==> config.mk <==
export PLATFORM = sky130hd
export DESIGN_NAME = branch_predict_unit
export DESIGN_NICKNAME = d
export VERILOG_FILES = /design/src/rtl/branch_predict_unit.sv
export SDC_FILE = /design/constraint.sdc
export NUM_CORES = 1
export LEC_CHECK = 0
export CORE_AREA = 2 2 151 153
export CTS_BUF_LIST = sky130_fd_sc_hd__clkbuf_16
export DETAILED_ROUTE_END_ITERATION = 10
export DIE_AREA = 0 0 153 155
export GPL_TIMING_DRIVEN = 1
export PLACE_DENSITY = 0.59
export SLEW_MARGIN = 20
export SYNTH_ARGS = -nofsm -noshare
export SYNTH_HDL_FRONTEND = slang
export SYNTH_SLANG_ARGS = --single-unit
==> constraint.sdc <==
create_clock -name clk -period 9.38 [get_ports clk]
set_input_delay 1.876 -clock clk [delete_from_list [all_inputs] [get_ports clk]]
set_output_delay 1.876 -clock clk [all_outputs]
set_load 0.05 [all_outputs]
==> src/rtl/branch_predict_unit.sv <==
// Branch resolution in EX plus a PC-indexed 2-bit BHT predicting at IF.
// Also drives the PC-source select and flush, and keeps saturating branch and miss statistics.
module branch_predict_unit #(
  parameter int XLEN       = 32,
  parameter int IDX_W      = 6,
  parameter bit PREDICT_EN = 1'b1,
  parameter int CNT_W      = 16
) (
  input  logic             clk,
  input  logic             rst,
  input  logic [XLEN-1:0]  if_pc,
  output logic             pred_taken,
  input  logic             ex_valid,
  input  logic [4:0]       ex_opcode,
  input  logic [2:0]       ex_func3,
  input  logic [XLEN-1:0]  ex_pc,
  input  logic             ex_pred_taken,
  input  logic             z,
  input  logic             c,
  input  logic             s,
  input  logic             v,
  output logic [1:0]       redirect_sel,
  output logic             mispredict,
  output logic             actual_taken,
  output logic [CNT_W-1:0] stat_branches,
  output logic [CNT_W-1:0] stat_miss
);

  localparam int DEPTH = 2 ** IDX_W;

  localparam logic [4:0] OP_BRANCH = 5'b11000;
  localparam logic [4:0] OP_JAL    = 5'b11011;
  localparam logic [4:0] OP_JALR   = 5'b11001;

  localparam logic [1:0] SEL_SEQ  = 2'b00;
  localparam logic [1:0] SEL_TGT  = 2'b01;
  localparam logic [1:0] SEL_ALU  = 2'b10;
  localparam logic [1:0] SEL_CORR = 2'b11;

  logic [1:0] bht [DEPTH];

  logic [IDX_W-1:0] if_idx;
  logic [IDX_W-1:0] ex_idx;
  logic             is_br;
  logic             is_jal;
  logic             is_jalr;
  logic             cond;
  logic             br_miss;
  logic             upd;
  logic [1:0]       cur;
  logic [1:0]       nxt;

  assign if_idx  = if_pc[IDX_W+1:2];
  assign ex_idx  = ex_pc[IDX_W+1:2];
  assign is_br   = ex_opcode == OP_BRANCH;
  assign is_jal  = ex_opcode == OP_JAL;
  assign is_jalr = ex_opcode == OP_JALR;

  // Upper and byte-offset PC bits never reach the table index.
  logic unused_pc_bits;
  assign unused_pc_bits = ^{if_pc[XLEN-1:IDX_W+2], if_pc[1:0],
                            ex_pc[XLEN-1:IDX_W+2], ex_pc[1:0]};

  always_comb begin
    cond = 1'b0;
    unique case (ex_func3)
      3'b000:  cond = z;
      3'b001:  cond = ~z;
      3'b100:  cond = s ^ v;
      3'b101:  cond = ~(s ^ v);
      3'b110:  cond = ~c;
      3'b111:  cond = c;
      default: cond = 1'b0;
    endcase
  end

  assign br_miss = cond ^ ex_pred_taken;

  always_comb begin
    redirect_sel = SEL_SEQ;
    mispredict   = 1'b0;
    actual_taken = 1'b0;
    if (!rst && ex_valid) begin
      unique case (1'b1)
        is_br: begin
          actual_taken = cond;
          mispredict   = br_miss;
          if (br_miss)
            redirect_sel = cond ? SEL_TGT : SEL_CORR;
        end
        is_jal: begin
          redirect_sel = SEL_TGT;
          mispredict   = 1'b1;
          actual_taken = 1'b1;
        end
        is_jalr: begin
          redirect_sel = SEL_ALU;
          mispredict   = 1'b1;
          actual_taken = 1'b1;
        end
        default: begin
          redirect_sel = SEL_SEQ;
        end
      endcase
    end
  end

  assign pred_taken = PREDICT_EN && !rst && bht[if_idx][1];

  assign upd = PREDICT_EN && ex_valid && is_br;
  assign cur = bht[ex_idx];

  always_comb begin
    nxt = cur;
    if (cond && cur != 2'b11)
      nxt = cur + 2'b01;
    else if (!cond && cur != 2'b00)
      nxt = cur - 2'b01;
  end

  always_ff @(posedge clk) begin
    if (rst) begin
      for (int i = 0; i < DEPTH; i++)
        bht[i] <= 2'b01;
    end else if (upd) begin
      bht[ex_idx] <= nxt;
    end
  end

  always_ff @(posedge clk) begin
    if (rst) begin
      stat_branches <= '0;
      stat_miss     <= '0;
    end else if (ex_valid && is_br) begin
      if (stat_branches != '1)
        stat_branches <= stat_branches + 1'b1;
      if (br_miss && stat_miss != '1)
        stat_miss <= stat_miss + 1'b1;
    end
  end

endmodule

==> results.cfg <==
[status]
outcome = finished clean

[timing]
fmax_mhz = 147.7
finalSetupViolCount = 0
hold-worst-slack_ns = 0.5095
skew_ns = 0.009227
worst_slew_pin_slew_ns = 1.124
fin_setup_tns_ns = 0
slew_headroom = 0.2448
period_needed_ns = 6.771
rsz0062_at_grt = false
layout_setup_ws_ns = 2.609
hold_viol = 0
period_share = 0.7219
drv_slew = 0

[logic_synthesis]
syn_avg_cell_area_sq_um = 10.84
yosysUniqueCellTypes = 64
syn_area_sq_um = 8900
synth_top_area_share = 0.4319
ys.flop_type = edfxtp_1
ys_seq_area_frac = 0.5039
yosys_warnings = 0
yosysTopAreaCell = edfxtp_1
synthCells = 821
synth_edf_count = 128
syn_nets = 906
ys_ff_latch = 160
yosys-top-cells-area = edfxtp_1, dfxtp_1, mux4_2
synthArstFlopShare = 0

[layout]
filler_cell_count = 2068
regArea_sq_um = 4484
area_growth_pct = 15.35
layout-drive-gt1-share = 0.1166
multi_input_area_sq_um = 4036
layout_common_cells = edfxtp_1, nand3_1, nor2_1, clkdlybuf4s50_1, nand2_1
diodes = 0
postLayoutCoreUtil = 0.4619
final_cell_area_sq_um = 10270
nNetsFinal = 930
layout_commonest_cell = edfxtp_1

[cts]
post-cts-setup-buffers = 0
cts_tree = yes
insertion_delay_ns = 0.44
htreeDepth = 4
cts.sinks = 160
cts_resized = 0
path_clk_slew_ns = 0.07
cts_buffer_depth = 2
holdBufCountCts = 0
cts_buffers = 17
root_buffer = clkbuf_16

[floorplanning]
start_util = 0.4004
core-area_sq_um = 22230
rows = 55
die_w_um = 153
die-area_sq_um = 23720
die_y_um = 155
boundaryPins = 117

[grt]
grt_overflow_total = 0
grt_pass1_wl_um = 39720
grt.total_usage = 0.2203
antenna_found_initial = 0
grt_pass1_vias = 6806
grt_max_degree = 52

[critical_path]
cp.required_ns = 7.50
crit_fanout = 16
crit_top_cell = clkdlybuf4s50_1
reg2reg_slack_ns = 5.09
critPathKind = primary input to output port
startpoint_type = primary input
cp-end-kind = output port
crit_arrival_ns = 4.90
cp_slowest_cell = clkdlybuf4s50_1
r2r_start = bht[23][0]$_SDFFCE_PN1P_
r2r_end = bht[62][1]$_SDFFCE_PN0P_
rr_worst_depth = 12
path_delay_family = buffers and inverters
slowest_delay_ns = 0.70
crit_chain = clkdlybuf4s50_1 -> buf_4 -> mux4_2 -> mux2i_1 -> a22oi_1 -> nor3b_1 -> a31oi_1 -> o211ai_1 -> clkdlybuf4s50_1
cp_num_buf_inv = 3

[routing]
dr_total_vias = 6857
drtIter0Drc = 666
wirelength_um = 25400
antenna_left = 0
drc = 0
wire_per_inst_um = 22.22
viasPerCell = 5.999
drtPass1Iterations = 5

[placed_design]
pre_cts_ws_ns = 2.387
io_buffers = 64
place.gp.congestion = 0.8675
dpl_cell_area_sq_um = 9676
post-dp-hpwl_um = 16680

[power_and_ir_drop]
leakagePower_nw = 3.413
power_density_nw_per_um2 = 169.8
vdd_ir_drop_max_v = 0.0001076

[hold_path]
min_delay_path_depth = 2
worstHoldStart = stat_branches[9]$_SDFFE_PP0P_
worstHoldPathType = flop to flop
hold_path_end = stat_branches[9]$_SDFFE_PP0P_

[flow_run]
drv_cap = 0
==> sequential cells by signal, summed over array words and instances (netlist names) <==
name / flops
bht: 128
stat_branches: 16
stat_miss: 16
==> per-layer routing <==
layer	wire length [um]	part of all wire	track usage
met3	2213	0.087	0.04930
met5	0	0	0
met1	10710	0.42	0.2945
met4	796	0.031	0.08554
met2	11680	0.46	0.3517
==> through the flow <==
stage | power [mW] | instances
final | 1.743 | 1143
after CTS | 1.752 | 1143
after floorplan | 0.9837 | 821
after global routing | 1.800 | 1143
after detailed placement | 1.058 | 1111
after global placement | 1.057 | 1111
==> cells in the mapped netlist, types with 4 or more instances <==
master / number
dfxtp_1: 32
clkbuf_1: 48
a211oi_1: 4
mux2i_1: 29
mux2_2: 9
edfxtp_1: 128
a21o_1: 41
nor4_1: 26
inv_1: 14
and3_1: 6
ha_1: 5
nand4_1: 10
nand2b_1: 34
buf_1: 4
nor2_1: 67
o21ai_0: 9
nand3_1: 81
or3_1: 6
a21oi_1: 13
xor2_1: 21
buf_2: 14
a221o_1: 5
nand2_1: 59
nor3b_1: 4
buf_6: 8
a22oi_1: 6
xnor2_1: 7
nor2b_1: 5
o22ai_1: 13
mux4_2: 25
a221oi_1: 5
nor3_1: 33
==> where the power goes <==
part,internal [mW],switching [mW]
sequential,0.774,0.00657
combinational,0.0760,0.188
clock,0.395,0.304
total,1.25,0.498
==> cells by family (layout without fill, tap and decap cells) <==
logic type / after synthesis / count (layout) / share of synthesized area
simple gates: 352 / 352 / 0.2019
flops: 160 / 160 / 0.5039
compound gates: 121 / 121 / 0.1009
buf+inv: 90 / 127 / 0.04710
mux: 64 / 64 / 0.1085
xor+xnor: 29 / 29 / 0.03065
fa+ha+maj: 5 / 5 / 0.007029
==> worst min-delay path: stages, from the launching register on <==
cell	delay, ns
dfxtp_1	0.33
o21ai_0	0.07
a21oi_1	0.06
==> cell type report <==
type,instances,share of cell area
clock buffer,17,0.04144
clock inverter,15,0.01548
inverter,15,0.005484
multi-input combinational,571,0.3932
sequential,160,0.4368
tap,285,0.03473
timing repair buffer,80,0.07288
==> worst max-delay path by stage <==
stage | slack [ns] | startpoint | cells past startpoint | endpoint
after floorplan | 3.18 | if_pc[2] | 6 | pred_taken
after global placement | 2.42 | ex_pc[4] | 15 | bht[62][1]$_SDFFCE_PN0P_
after detailed placement | 2.39 | ex_pc[4] | 15 | bht[62][1]$_SDFFCE_PN0P_
after CTS | 2.59 | if_pc[2] | 9 | pred_taken
after global routing | 2.38 | if_pc[2] | 9 | pred_taken
final | 2.61 | if_pc[2] | 9 | pred_taken
(Power assumes the default switching activity.)
